$ cat src/rtl/chess_clock_timer.sv
// rtl/chess_clock_timer.sv - per-player BCD mm:ss countdown with optional Fischer increment
module chess_clock_timer #(
  parameter int CLK_HZ    = 100_000_000,
  parameter int START_MIN = 5,
  parameter int START_SEC = 0,
  parameter int INC_SEC   = 0
) (
  input  logic       i_clk,
  input  logic       i_rst,
  input  logic       i_restart,
  input  logic       i_stop,
  output logic       o_zero,
  output logic       o_running,
  output logic [3:0] o_min_tens,
  output logic [3:0] o_min_ones,
  output logic [3:0] o_sec_tens,
  output logic [3:0] o_sec_ones
);

  localparam int             PW       = $clog2(CLK_HZ);
  localparam logic [PW-1:0]  PS_MAX   = PW'(CLK_HZ - 1);
  localparam logic [3:0]     START_MT = 4'(START_MIN / 10);
  localparam logic [3:0]     START_MO = 4'(START_MIN % 10);
  localparam logic [3:0]     START_ST = 4'(START_SEC / 10);
  localparam logic [3:0]     START_SO = 4'(START_SEC % 10);
  localparam logic [7:0]     INC      = 8'(INC_SEC);

  typedef enum logic [1:0] {HOLD = 2'd0, RUN = 2'd1, EXPIRED = 2'd2} state_t;

  state_t        state;
  logic [PW-1:0] presc;
  logic [3:0]    min_t, min_o, sec_t, sec_o;
  logic          zero, running;

  logic          wrap, time_zero, dec_zero, reload;
  logic [3:0]    dec_mt, dec_mo, dec_st, dec_so;
  logic [3:0]    inc_mt, inc_mo, inc_st, inc_so;
  logic [7:0]    sec_sum, min_sum;

  assign wrap      = (presc >= PS_MAX);
  assign time_zero = ({min_t, min_o, sec_t, sec_o} == 16'h0000);
  assign dec_zero  = ({dec_mt, dec_mo, dec_st, dec_so} == 16'h0000);
  assign reload    = i_rst || i_restart || !(state inside {HOLD, RUN, EXPIRED});

  // One-second BCD decrement with borrow chain; only applied while time is nonzero.
  always_comb begin
    dec_mt = min_t;
    dec_mo = min_o;
    dec_st = sec_t;
    dec_so = sec_o;
    if (sec_o != 4'd0) begin
      dec_so = sec_o - 4'd1;
    end else begin
      dec_so = 4'd9;
      if (sec_t != 4'd0) begin
        dec_st = sec_t - 4'd1;
      end else begin
        dec_st = 4'd5;
        if (min_o != 4'd0) begin
          dec_mo = min_o - 4'd1;
        end else begin
          dec_mo = 4'd9;
          dec_mt = min_t - 4'd1;
        end
      end
    end
  end

  // Fischer increment in binary, saturating at 99:59, then back to BCD.
  always_comb begin
    sec_sum = {4'd0, sec_t} * 8'd10 + {4'd0, sec_o} + INC;
    min_sum = {4'd0, min_t} * 8'd10 + {4'd0, min_o};
    if (sec_sum >= 8'd60) begin
      sec_sum = sec_sum - 8'd60;
      min_sum = min_sum + 8'd1;
    end
    if (min_sum > 8'd99) begin
      min_sum = 8'd99;
      sec_sum = 8'd59;
    end
    inc_mt = 4'(min_sum / 8'd10);
    inc_mo = 4'(min_sum % 8'd10);
    inc_st = 4'(sec_sum / 8'd10);
    inc_so = 4'(sec_sum % 8'd10);
  end

  always_ff @(posedge i_clk) begin
    if (reload) begin
      state   <= HOLD;
      presc   <= '0;
      min_t   <= START_MT;
      min_o   <= START_MO;
      sec_t   <= START_ST;
      sec_o   <= START_SO;
      zero    <= 1'b0;
      running <= 1'b0;
    end else begin
      case (state)
        HOLD: begin
          if (!i_stop) begin
            state   <= RUN;
            running <= 1'b1;
          end
        end
        RUN: begin
          if (time_zero) begin
            state   <= EXPIRED;
            zero    <= 1'b1;
            running <= 1'b0;
          end else begin
            presc <= wrap ? '0 : presc + 1'b1;
            // A tick landing on the stop edge is dropped in favour of the increment.
            if (i_stop) begin
              state   <= HOLD;
              running <= 1'b0;
              min_t   <= inc_mt;
              min_o   <= inc_mo;
              sec_t   <= inc_st;
              sec_o   <= inc_so;
            end else if (wrap) begin
              min_t <= dec_mt;
              min_o <= dec_mo;
              sec_t <= dec_st;
              sec_o <= dec_so;
              if (dec_zero) begin
                state   <= EXPIRED;
                zero    <= 1'b1;
                running <= 1'b0;
              end
            end
          end
        end
        EXPIRED: begin
          zero    <= 1'b1;
          running <= 1'b0;
        end
        default: ;
      endcase
    end
  end

  assign o_zero     = zero;
  assign o_running  = running;
  assign o_min_tens = min_t;
  assign o_min_ones = min_o;
  assign o_sec_tens = sec_t;
  assign o_sec_ones = sec_o;

endmodule

$ cat config.mk
export PLATFORM = sky130hd
export DESIGN_NAME = chess_clock_timer
export DESIGN_NICKNAME = d
export VERILOG_FILES = /design/src/rtl/chess_clock_timer.sv
export SDC_FILE = /design/constraint.sdc
export NUM_CORES = 1
export LEC_CHECK = 0
export CELL_PAD_IN_SITES_DETAIL_PLACEMENT = 1
export CELL_PAD_IN_SITES_GLOBAL_PLACEMENT = 1
export CORE_MARGIN = 2
export CORE_UTILIZATION = 42
export DETAILED_ROUTE_END_ITERATION = 8
export PLACE_DENSITY_LB_ADDON = 0.1
export RECOVER_POWER = 25
export SYNTH_ARGS = -nofsm -noshare
export SYNTH_HDL_FRONTEND = slang
export SYNTH_SLANG_ARGS = --single-unit
$ cat constraint.sdc
create_clock -name i_clk -period 4.5 [get_ports i_clk]
set_input_delay 0.45 -clock i_clk [delete_from_list [all_inputs] [get_ports i_clk]]
set_output_delay 0.45 -clock i_clk [all_outputs]
set_load 0.01 [all_outputs]
==> results.toml <==
[outcome]
status = "completed"

[die]
core_area_mm2 = 0.0107
num_io_pins = 22
start_util = 0.426
die_w_um = 108
fp-row-count = 38
die_y_um = 108
die_area_mm2 = 0.0117

[sta]
setup_slack_ns = 0.0767
fin_crit_ns = 4.42
maxSlewViolCount = 0
hold_viol = 0
tns_ns = 0
holdWs_ns = 0.487
skew_ns = 0.00773
fmax_mhz = 226
tightest_slew_ns = 0.764
fin_crit_sh = 0.983
setup_violations = 0
slew-limit-headroom = 0.487
rsz0062_at_grt = "true"

[yosys]
async_flop_share = 0
synth_cell_types = 95
ys_seq_elements = 47
synth-edff-count = 0
netlist_area_mm2 = 0.00456
synthCells = 597
synth-simple-area-share = 0.275
synth_ff_type = "dfxtp_1"
yosysWarnings = 0
avgSynthCellArea_um2 = 7.63
yosysSeqAreaShare = 0.207
synth_fp_nets = 632
muxShareOfSynthArea = 0.00989
yosys.area_share.xor_xnor = 0.0901
synth_fa_ha_area_frac = 0.0939
synth_top_family_by_area = "compound AO/OA/AOI/OAI gates"
synth_compound_area_frac = 0.278
synth_area_leaders = "dfxtp_1 21%, ha_1 7.4%, nor2_1 5.7%"
synth_top_area_share = 0.207
yosysTopAreaCell = "dfxtp_1"

[worst_setup_path]
r2r-end = "o_sec_ones[3]"
required_ns = 4.71
cp.arrival_ns = 4.64
r2r-start = "o_sec_tens[1]"
crit_fanout = 6
critPathKind = "reg2reg"
startpoint = "o_sec_tens[1]"
r2r_cells = 18
setup.worst_path.end = "o_sec_ones[3]"
regToRegSetupSlack_ns = 0.08
cp-start-kind = "flip-flop"
worst_setup_path_end_kind = "flip-flop"

[drt]
dr.pass1.iters = 4
via_per_inst = 5.86
drt_iter0_drc = 215
route.detailed.drc = 0
route.vias.total = 4727
routedWlPerCell_um = 18.5
routed_wl_mm = 14.9
final_antenna_net_count = 0

[place]
dpl.hpwl_mm = 11.6
dpl-instance-area_mm2 = 0.00524
place_ws_ns = -0.0307
port_buffers = 21
gp_congestion = 0.941

[layout]
mostFrequentLayoutCell = "nor2_1"
drive_gt1_frac = 0.210
syn2layout_area_growth_pct = 24.5
num_antenna_cells = 0
final_cell_area_mm2 = 0.00567
mostFrequentLayoutCells = "68 x nor2_1, 61 x buf_4, 50 x nand2_1, 44 x dfxtp_1, 37 x a21oi_1"
nets = 701

[grt]
track_usage = 0.257
antenna_found_initial = 0
first_global_vias = 4895
overflow = 0
grt_pass1_wl_mm = 24.1
grt_max_degree = 27

[hold_path]
hold_path_class = "reg2reg"
whs_path_depth = 2
worstHoldStart = "o_zero"

[clock_network]
cts.sinks = 47
clk_latency_ns = 0.32
ctsRootBufferMaster = "clkbuf_8"
hold_buffers = 0
numCtsBuffers = 5
cts_tree = "yes"
clock_path_buffers = 2
htreeDepth = 2
clk_pin_slew_ns = 0.09

[power_and_ir_drop]
powerDensity_mw_per_mm2 = 139
p_total_mw = 0.790
leakage_nw = 2.10
vdd_drop_max_mv = 0.130

[run]
cap_violations = 0
-- sequential cells by signal (all words and copies together) (netlist names) --
register    count
state           2
o_running       1
o_sec_ones      4
o_zero          1
o_sec_tens      4
presc          27
o_min_tens      4
o_min_ones      4
-- worst max-delay path: stages, from the launching register on --
cell	delay [ns]
dfxtp_4	0.35
ha_1	0.28
ha_2	0.17
inv_1	0.05
fa_1	0.50
and2b_4	0.21
o21a_4	0.13
mux2i_4	0.19
or2_4	0.29
buf_4	0.17
a211o_2	0.33
and2_1	0.16
o311a_1	0.35
a2111o_1	0.43
nand3_1	0.10
ha_1	0.18
a21o_1	0.10
o211ai_1	0.10
a31o_1	0.22
-- power by group --
part           switching (mW)  internal [mW]  leakage [nW]
combinational          0.0651         0.0401          1.68
clock                   0.155          0.109        0.0412
sequential            0.00364          0.418         0.381
-- per-layer routing --
| metal | GRT usage | up-vias | part of all wire |
|---|---|---|---|
| met3 | 0.0277 | 23 | 0.026 |
| met2 | 0.459 | 69 | 0.50 |
| met5 | 0 | - | 0 |
| met1 | 0.319 | 2317 | 0.45 |
| met4 | 0.0952 | 0 | 0.023 |
| li1 | - | 2318 | - |
-- worst min path at each step --
stage,slack (ns),end
4_1_cts,0.50,o_zero
3_3_place_gp,0.45,o_zero
5_1_grt,0.52,presc[23]
2_1_floorplan,0.46,presc[26]
6_report,0.49,o_zero
3_5_place_dp,0.47,o_zero
-- cell type report --
class | count | area (um2)
fill | 1360 | 5030
multi-input combinational | 501 | 3680
sequential | 47 | 950
timing repair buffer | 83 | 679
tap | 140 | 175
inverter | 28 | 106
clock buffer | 6 | 72.6
clock inverter | 2 | 12.5
-- synthesized netlist by cell type, types with 3 or more instances --
library cell  instances
a211oi_1              6
a21o_1                7
a21oi_1              41
a21oi_2               3
a31oi_1              12
and2_1               13
and3_1               10
buf_2                 6
clkbuf_1             11
dfxtp_1              47
fa_1                  4
ha_1                 27
inv_1                26
nand2_1              51
nand2b_1              6
nand3_1              30
nand4_1               8
nor2_1               69
nor3_1               17
o2111ai_1             4
o211ai_1             10
o21a_1                4
o21ai_0              33
o21ai_1               3
o311a_1               3
o31ai_1               4
or3_1                 8
or4_1                 5
xnor2_1              25
xor2_1               20
-- what timing repair did --
action	in CTS	in global routing
hold endpoints to repair	0	0
pin swaps	1	21
setup buffers	0	14
setup endpoints to repair	4	8
resized for setup	5	43
-- kinds of logic (layout without fill, tap and decap cells) --
family,Yosys count,count (layout)
adders and majority gates,32,32
muxes,4,4
buffers and inverters,49,119
DFF,47,47
and+or+nand+nor,246,246
AOI/OAI and AO/OA,173,173
xor gates and xnor gates,46,46
-- metrics by stage --
step,instances,utilization
final,807,0.530
after detailed placement,785,0.490
after CTS,793,0.500
after global placement,785,0.490
after floorplan,597,-
after global routing,807,0.530
Power figures use the tool's default switching activity.
